===== src/rtl/ppu_scanout.sv =====
// ppu_scanout: 640x480 video timing generator and display-side reader of the
// PPU row RAM / palette RAM. Shows the 320x240 game image doubled 2x in both
// directions and paces ppu_logic one game row ahead with rowram_swap/next_row.
module ppu_scanout #(
  parameter int unsigned H_ACTIVE = 640,
  parameter int unsigned H_FP     = 16,
  parameter int unsigned H_SYNC   = 96,
  parameter int unsigned H_BP     = 48,
  parameter int unsigned V_ACTIVE = 480,
  parameter int unsigned V_FP     = 10,
  parameter int unsigned V_SYNC   = 2,
  parameter int unsigned V_BP     = 33
) (
  input  logic        clk,
  input  logic        rst_n,
  output logic [8:0]  hdmi_rowram_rdaddr,
  input  logic [9:0]  hdmi_rowram_rddata,
  output logic [8:0]  hdmi_palram_rdaddr,
  input  logic [63:0] hdmi_palram_rddata,
  output logic        rowram_swap,
  output logic [7:0]  next_row,
  output logic [7:0]  vga_r,
  output logic [7:0]  vga_g,
  output logic [7:0]  vga_b,
  output logic        vga_hs,
  output logic        vga_vs,
  output logic        vga_de,
  output logic        vblank_start
);

  localparam int unsigned CW      = 10;
  localparam int unsigned H_TOTAL = H_ACTIVE + H_FP + H_SYNC + H_BP;
  localparam int unsigned V_TOTAL = V_ACTIVE + V_FP + V_SYNC + V_BP;

  localparam logic [CW-1:0] H_LAST     = CW'(H_TOTAL - 1);
  localparam logic [CW-1:0] H_PRE_LAST = CW'(H_TOTAL - 2);
  localparam logic [CW-1:0] H_ACT      = CW'(H_ACTIVE);
  localparam logic [CW-1:0] HS_START   = CW'(H_ACTIVE + H_FP);
  localparam logic [CW-1:0] HS_END     = CW'(H_ACTIVE + H_FP + H_SYNC);
  localparam logic [CW-1:0] V_LAST     = CW'(V_TOTAL - 1);
  localparam logic [CW-1:0] V_ACT      = CW'(V_ACTIVE);
  localparam logic [CW-1:0] V_ACT_LAST = CW'(V_ACTIVE - 1);
  localparam logic [CW-1:0] V_SWAP_MAX = CW'(V_ACTIVE - 3);
  localparam logic [CW-1:0] V_ROW0     = CW'(V_TOTAL - 3);
  localparam logic [CW-1:0] VS_START   = CW'(V_ACTIVE + V_FP);
  localparam logic [CW-1:0] VS_END     = CW'(V_ACTIVE + V_FP + V_SYNC);
  localparam logic [7:0]    LAST_ROW   = 8'(V_ACTIVE / 2 - 1);

  logic [CW-1:0] h;
  logic [CW-1:0] v;
  logic          active_c;
  logic          hs_c;
  logic          vs_c;
  logic [7:0]    odd_next_c;
  logic [23:0]   colour_c;
  logic          unused_pal_bits;

  // Pipeline stages behind the counter position (d1 = t+1, d2 = t+2)
  logic act_d1, act_d2;
  logic hs_d1, hs_d2;
  logic vs_d1, vs_d2;
  logic sel_d2;

  // Raster position counters
  always_ff @(posedge clk or negedge rst_n) begin
    if (!rst_n) begin
      h <= '0;
      v <= '0;
    end else if (h == H_LAST) begin
      h <= '0;
      v <= (v == V_LAST) ? '0 : v + 1'b1;
    end else begin
      h <= h + 1'b1;
    end
  end

  // Position decode, RAM addressing and palette half select
  always_comb begin
    active_c   = (h < H_ACT) && (v < V_ACT);
    hs_c       = !((h >= HS_START) && (h < HS_END));
    vs_c       = !((v >= VS_START) && (v < VS_END));
    // Odd line v shows row (v+1)/2; the PPU then renders the row after it.
    // The last active swap would name a row past the image, so saturate.
    odd_next_c = 8'(v[CW-1:1]) + 8'd2;
    if (odd_next_c > LAST_ROW) odd_next_c = LAST_ROW;
    colour_c   = sel_d2 ? hdmi_palram_rddata[55:32] : hdmi_palram_rddata[23:0];
  end

  assign hdmi_rowram_rdaddr = active_c ? h[CW-1:1] : '0;
  assign hdmi_palram_rdaddr = hdmi_rowram_rddata[9:1];
  assign unused_pal_bits    = ^{hdmi_palram_rddata[63:56], hdmi_palram_rddata[31:24]};

  // Delay line keeping sync/enable aligned with the RAM read latency
  always_ff @(posedge clk or negedge rst_n) begin
    if (!rst_n) begin
      act_d1 <= 1'b0;
      act_d2 <= 1'b0;
      hs_d1  <= 1'b1;
      hs_d2  <= 1'b1;
      vs_d1  <= 1'b1;
      vs_d2  <= 1'b1;
      sel_d2 <= 1'b0;
    end else begin
      act_d1 <= active_c;
      act_d2 <= act_d1;
      hs_d1  <= hs_c;
      hs_d2  <= hs_d1;
      vs_d1  <= vs_c;
      vs_d2  <= vs_d1;
      sel_d2 <= hdmi_rowram_rddata[0];
    end
  end

  // Output pins: colour blanked outside the active region
  always_ff @(posedge clk or negedge rst_n) begin
    if (!rst_n) begin
      vga_r  <= '0;
      vga_g  <= '0;
      vga_b  <= '0;
      vga_hs <= 1'b1;
      vga_vs <= 1'b1;
      vga_de <= 1'b0;
    end else begin
      vga_r  <= act_d2 ? colour_c[23:16] : 8'h00;
      vga_g  <= act_d2 ? colour_c[15:8]  : 8'h00;
      vga_b  <= act_d2 ? colour_c[7:0]   : 8'h00;
      vga_hs <= hs_d2;
      vga_vs <= vs_d2;
      vga_de <= act_d2;
    end
  end

  // Row pacing and vblank pulses, registered one count early so they land on
  // the h==H_TOTAL-1 / h==0 positions themselves
  always_ff @(posedge clk or negedge rst_n) begin
    if (!rst_n) begin
      rowram_swap  <= 1'b0;
      next_row     <= '0;
      vblank_start <= 1'b0;
    end else begin
      rowram_swap  <= 1'b0;
      vblank_start <= (h == H_LAST) && (v == V_ACT_LAST);
      if (h == H_PRE_LAST) begin
        if (v[0] && (v <= V_SWAP_MAX)) begin
          rowram_swap <= 1'b1;
          next_row    <= odd_next_c;
        end else if (v == V_ROW0) begin
          rowram_swap <= 1'b1;
          next_row    <= 8'd0;
        end else if (v == V_LAST) begin
          rowram_swap <= 1'b1;
          next_row    <= 8'd1;
        end
      end
    end
  end

endmodule

===== config.mk =====
export PLATFORM = sky130hd
export DESIGN_NAME = ppu_scanout
export DESIGN_NICKNAME = d
export VERILOG_FILES = /design/src/rtl/ppu_scanout.sv
export SDC_FILE = /design/constraint.sdc
export NUM_CORES = 1
export LEC_CHECK = 0
export ABC_AREA = 1
export ABC_CLOCK_PERIOD_IN_PS = 4500
export CELL_PAD_IN_SITES_DETAIL_PLACEMENT = 2
export CELL_PAD_IN_SITES_GLOBAL_PLACEMENT = 2
export CORE_MARGIN = 2
export CORE_UTILIZATION = 26
export CTS_CLUSTER_DIAMETER = 40
export DETAILED_ROUTE_END_ITERATION = 10
export PLACE_DENSITY = 0.92
export SLEW_MARGIN = 20
export SYNTH_ARGS = -nofsm -noshare
export SYNTH_HDL_FRONTEND = slang
export SYNTH_SLANG_ARGS = --single-unit

===== constraint.sdc =====
create_clock -name clk -period 4.5 [get_ports clk]
set_input_delay 0.9 -clock clk [delete_from_list [all_inputs] [get_ports clk]]
set_output_delay 0.9 -clock clk [all_outputs]
set_load 0.01 [all_outputs]

==> run metrics, run 1 <==
Gate Count Post-Synth 368; sequential share of the synthesized area 50.23%; Cell Count, Final, Fillers Out 609; Synth Area in Compound Gates 8.945%; die width 115.0 um; DRT met1 WL 4371 um; r2r setup slk 2.51 ns; CP startpoint h[8]; RSZ-0062 raised after global routing false; post-route setup TNS 0 ns; Wirelength per Cell 17.55 um; Hold WC Path Type flip-flop to flip-flop; CTS max path bufs 2; Synth Area in Adders 4.297%; Reg2Reg Capture Point next_row[1]; Pre-antenna DRT Iters 4; metal3 WL 516 um; FMAX 316.5 MHz; initial antenna violation count 0; pwr dens 328.4 nW/um2; worst hold slack 0.3495 ns; # setup viols final 0; total grt overflow 0; # Max-Cap Violations 0; crit-path max FO 9; layout cells sized above 1 10.82%; setup skew after layout 0.008746 ns; status completed; final hold vios 0; HPWL Detailed 7691 um; post-synthesis mux area share 0.3125%; maximum vdd drop 0.0001653 V; Slowest cell on crit path clkdlybuf4s50_1; root buffer selected by CTS clkbuf_16; largest net degree at the start of global routing 35; Cell Count Post-Placement 593; Max Used Layer met4; TritonCTS Buffers 9; worst setup path end hdmi_rowram_rdaddr[3]; clock-pin transition on the worst setup and hold timing paths 0.05 ns; Total GRT Usage 17.18%; H-Tree Depth 3; Reg2Reg Depth 9; vias 2,908; CP peak stage delay 0.55 ns; Post-Syn Area 3203 um2; number of flops mapped to enable cells by yosys 0; Die ar. 13,220 um2; period utilization 70.21%; Mean Syn Cell Area 8.704 um2; yosys warns 0; Yosys top cell area share 45.31%; io pins 131; vias in the first global route 3,307; dpl cell area 4223 um2; Die Ht 115.0 um; Slew HR 45.35%; crit path time final 3.159 ns; post-cts resize count 0; Core ar. 12,010 um2; hold_buf cts 0; CP cell instances nand2_2 -> inv_1 -> nor4_2 -> inv_2 -> nor2_1 -> clkdlybuf4s50_1; routed wire length 10,690 um; crit path kind flip-flop to output port; Synth cell types 34; Area growth syn-to-layout 41.99%; Slew @ Worst Pin 0.8188 ns; final routed DRC violation total 0; simple-gate portion of the synthesized area 25.70%; first-pass GRT wire length 17,330 um; nets 544; design area 4548 um2; post-detailed-route count of antenna-violating nets 0; CTS tree yes; area leader, netlist dfrtp_1; pins over their slew limit 0; routability cong. 0.8153; Reg2Reg Launch Point v[2]; xor/xnor cell area share of the yosys netlist 2.188%; Critical Path Start Type flip-flop; largest family of logic cells by synthesized area simple AND/OR/NAND/NOR gates; required time worst endpoint 3.60 ns; worst skew pair latency 0.34 ns; TritonCTS Sinks 64; initial drt markers 125; most common cell after layout, fill and taps aside clkdlybuf4s50_1; Async S/R FF share, synth 100.0%; Area contributors post-synth dfrtp_1 45%, nor2_1 9.1%, nand2_1 5.9%; Mapped Nets 455; Rows 40; CP endpoint kind output port; wire length on met2 5464 um; Initial Utilization 26.67%; # port buffers 96; most frequent cells in the layout 95 x clkdlybuf4s50_1, 78 x nor2_1, 58 x dfrtp_1; FF+latch count, synth 64; Top FF cell, synth dfrtp_1; DR vias/cell 4.775; crit path DAT 2.26 ns; Leak Pwr 2.038 nW; n_diodes 0; postcts setup bufs 0
-- layer usage --
layer	vias to the layer above	global-route usage, %
met5	-	0
met4	0	8.594
met3	22	3.426
met2	93	30.98
met1	1442	19.24
li1	1351	-
-- sequential cells by signal, indices dropped and copies added, names as in the netlist, 8 cells and up --
| signal | cells |
|---|---|
| h | 10 |
| vga_g | 8 |
| next_row | 8 |
| vga_r | 8 |
| v | 10 |
| vga_b | 8 |
-- where the power goes --
group / switching (W) / total, W / leakage (nW) / internal (W)
registers: 0.00000766 / 0.000601 / 0.778 / 0.000593
clock network: 0.000257 / 0.000771 / 0.160 / 0.000515
logic: 0.0000483 / 0.000122 / 1.10 / 0.0000733
-- logic make-up (layout without fill, tap and decap cells) --
group | Yosys count | count (layout)
XOR/XNOR | 8 | 8
multiplexers | 1 | 1
flip-flops | 64 | 64
adder cells (fa/ha/maj) | 11 | 11
AND/OR/NAND/NOR | 179 | 179
buffers and inverters | 56 | 150
AO/OA/AOI/OAI | 49 | 49
-- how the worst min path moves through the flow --
stage	startpoint	endpoint	slack [ns]	cells past startpoint
after global placement	act_d1	act_d2	0.33	0
final	act_d1	act_d2	0.35	0
after CTS	act_d1	act_d2	0.35	0
after global routing	act_d1	act_d2	0.36	0
after floorplan	act_d1	act_d2	0.33	0
after detailed placement	act_d1	act_d2	0.34	0
-- stage by stage --
step | setup WS, ns | util (%) | total power [W]
floorplan | 2.400 | - | 0.0006448
global placement | 1.801 | 35.16 | 0.0007284
detailed placement | 1.716 | 35.16 | 0.0007344
CTS | 1.336 | 37.86 | 0.001515
global route | 1.223 | 37.86 | 0.001557
finish | 1.341 | 37.86 | 0.001493
-- layout make-up --
class	instances	area, um2
fill	1326	7463
timing repair buffer	97	963.4
clock buffer	13	260.3
sequential	64	1609
inverter	37	138.9
multi-input combinational	248	1328
tap	147	183.9
clock inverter	3	65.06
-- cell usage after synthesis, types with 3 or more instances --
cell type  number
o21ai_0        29
inv_1          35
nand2_4         3
nor2_1         78
nand4_1         7
ha_1           11
nor3_1          7
o21ai_2         7
nand2_1        50
nand3_1        18
nand2_2         7
dfrtp_1        58
dfstp_2         6
a21oi_1         6
xor2_1          8
clkbuf_1        5
buf_4          10
-- critical path: cells and delay by family, from the launching register on --
kind | cells | cell delay [ns]
buf+inv | 3 | 0.82
simple gates | 3 | 0.64
flops | 1 | 0.45
Note: power is estimated with default switching activity, not from simulation.
==> inputs of run 2 (changes only) <==
--- a/config.mk
+++ b/config.mk
@@ -6,14 +6,14 @@
 export NUM_CORES = 1
 export LEC_CHECK = 0
 export ABC_AREA = 1
-export ABC_CLOCK_PERIOD_IN_PS = 4500
+export ABC_CLOCK_PERIOD_IN_PS = 3000
 export CELL_PAD_IN_SITES_DETAIL_PLACEMENT = 2
 export CELL_PAD_IN_SITES_GLOBAL_PLACEMENT = 2
 export CORE_MARGIN = 2
-export CORE_UTILIZATION = 26
+export CORE_UTILIZATION = 24
 export CTS_CLUSTER_DIAMETER = 40
 export DETAILED_ROUTE_END_ITERATION = 10
-export PLACE_DENSITY = 0.92
+export PLACE_DENSITY = 0.87
 export SLEW_MARGIN = 20
 export SYNTH_ARGS = -nofsm -noshare
 export SYNTH_HDL_FRONTEND = slang
==> constraint.sdc (replaced) <==
create_clock -name clk -period 3 [get_ports clk]
set_input_delay 0.6 -clock clk [delete_from_list [all_inputs] [get_ports clk]]
set_output_delay 0.6 -clock clk [all_outputs]
set_load 0.01 [all_outputs]
==> run 2 against run 1 <==
Effect of this change: via count fell by 0.72%; sequential share of layout area fell by 0.50 points; largest power group unchanged; utilization fell by 2.8 points; first-iteration DRC count rose by 10%.
==> run metrics, run 2 (synthesis results as in run 1) <==
family with the most delay on the worst path buffers and inverters (unchanged); vias 2,887 (was 2,908); Hold WC Path Type input port to asynchronous set/reset pin (was flip-flop to flip-flop); Slew HR 46.37% (was 45.35%); Cell Count, Final, Fillers Out 640 (was 609); total grt overflow 0 (unchanged); Slowest cell on crit path clkdlybuf4s50_1 (unchanged); register area 1609 um2 (unchanged); status completed (unchanged); CP endpoint kind output port (unchanged); io pins 131 (unchanged); # port buffers 96 (unchanged); routability cong. 0.8017 (was 0.8153); Leak Pwr 2.057 nW (was 2.038 nW); Core ar. 13,140 um2 (was 12,010 um2); hold_buf cts 0 (unchanged); routed wire length 10,780 um (was 10,690 um); vias in the first global route 3,247 (was 3,307); # Max-Cap Violations 0 (unchanged); TritonCTS Sinks 64 (unchanged); TritonCTS Buffers 9 (unchanged); initial drt markers 138 (was 125); required time worst endpoint 2.40 ns (was 3.60 ns); CP startpoint h[8] (unchanged); HPWL Detailed 7851 um (was 7691 um); CP peak stage delay 0.54 ns (was 0.55 ns); Reg2Reg Depth 11 (was 9); FMAX 356.1 MHz; CTS tree yes (unchanged); worst setup path end hdmi_rowram_rdaddr[6] (was hdmi_rowram_rdaddr[3]); initial antenna violation count 0 (unchanged); final hold vios 0 (unchanged); die width 119.5 um (was 115.0 um); crit path time final 2.808 ns; crit path kind flip-flop to output port (unchanged); CTS max path bufs 2 (unchanged); root buffer selected by CTS clkbuf_16 (unchanged); period utilization 93.60%; most frequent cells in the layout 95 x clkdlybuf4s50_1, 78 x nor2_1, 58 x dfrtp_1 (unchanged); Reg2Reg Launch Point v[2] (unchanged); clock-pin transition on the worst setup and hold timing paths 0.06 ns (was 0.05 ns); DR vias/cell 4.511 (was 4.775); Rows 42 (was 40); pins over their slew limit 0 (unchanged); crit path DAT 2.21 ns (was 2.26 ns); CP cell instances nand2_2 -> inv_1 -> nor4_4 -> inv_2 -> nor2_1 -> clkdlybuf4s50_1 (was nand2_2 -> inv_1 -> nor4_2 -> inv_2 -> nor2_1 -> clkdlybuf4s50_1); postcts setup bufs 0 (unchanged); final routed DRC violation total 0 (unchanged); Critical Path Start Type flip-flop (unchanged); largest registers h x10, v x10 (unchanged); RSZ-0062 raised after global routing false (unchanged); Cell Count Post-Placement 624 (was 593); Die ar. 14,290 um2 (was 13,220 um2); worst skew pair latency 0.33 ns (was 0.34 ns); Die Ht 119.5 um (was 115.0 um); # setup viols final 0 (unchanged); pwr dens 484.4 nW/um2 (was 328.4 nW/um2); maximum vdd drop 0.0002170 V (was 0.0001653 V); most common cell after layout, fill and taps aside clkdlybuf4s50_1 (unchanged); Multi-input gate area 1336 um2 (was 1328 um2); layout cells sized above 1 11.64% (was 10.82%); crit-path max FO 9 (unchanged); setup skew after layout 0.008425 ns (was 0.008746 ns); post-route setup TNS 0 ns (unchanged); n_diodes 0 (unchanged); first-pass GRT wire length 17,670 um (was 17,330 um); post-detailed-route count of antenna-violating nets 0 (unchanged); Wirelength per Cell 16.85 um (was 17.55 um); largest net degree at the start of global routing 33 (was 35); Initial Utilization 24.38% (was 26.67%); nets 546 (was 544); Reg2Reg Capture Point next_row[7] (was next_row[1]); Buffers & Inverters on Critical Path 3 (unchanged); r2r setup slk 1.03 ns (was 2.51 ns); H-Tree Depth 3 (unchanged); Area growth syn-to-layout 44.02% (was 41.99%); Slew @ Worst Pin 0.8035 ns (was 0.8188 ns); WP depth 6 (unchanged); fillcell total 1,413 (was 1,326); Total GRT Usage 15.85% (was 17.18%); Pre-antenna DRT Iters 4 (unchanged); post-cts resize count 0 (unchanged)
==> run 2: changes by cell type in the layout (fill, tap and decap cells not counted), sizes merged <==
cell / previous run / this run
buf: 2 / 4
inv: 37 / 38
clkinv: 1 / 3
clkbuf: 13 / 10
==> run 2: power breakdown <==
part	switching, W	internal [W]
combinational	0.0000780	0.000112
clock	0.000395	0.000754
sequential	0.00000722	0.000889
total	0.000480	0.00175
==> run 2: area by class of cell <==
type / count / area share (%)
Inverter: 37 / 3.011
Tap cell: 176 / 4.774
Clock inverter: 6 / 1.980
Clock buffer: 10 / 5.180
Timing Repair Buffer: 99 / 21.21
Multi-Input combinational cell: 248 / 28.97
Sequential cell: 64 / 34.88
==> run 2: worst min path at each step <==
stage | end | slack, ns | cells past startpoint | startpoint
after floorplan | act_d1 | 0.30 | 0 | rst_n
after global placement | act_d2 | 0.34 | 0 | act_d1
after detailed placement | act_d2 | 0.34 | 0 | act_d1
after CTS | vga_b[4] | 0.08 | 1 | rst_n
after global routing | vga_b[4] | 0.08 | 1 | rst_n
final | vga_b[4] | 0.08 | 1 | rst_n
==> run 2: routing by layer <==
layer	up-vias	track usage, %	part of all wire [%]
met4	0	4.338	1.1
met5	-	0	0
met1	1441	18.12	41
li1	1352	-	-
met2	81	28.50	52
met3	13	4.943	6.5
==> run 2: stage by stage <==
stage / power [W] / area [um2] / hold WS [ns] / setup WS [ns] / util, %
5_1_grt: 0.002324 / 4613 / 0.07712 / 0.03072 / 35.11
4_1_cts: 0.002271 / 4604 / 0.07537 / 0.1224 / 35.05
3_5_place_dp: 0.001105 / 4274 / 0.3424 / 0.5277 / 32.53
6_report: 0.002234 / 4613 / 0.08129 / 0.1921 / 35.11
2_1_floorplan: 0.0009672 / 3203 / 0.3044 / 1.200 / -
3_3_place_gp: 0.001096 / 4274 / 0.3359 / 0.5903 / 32.53
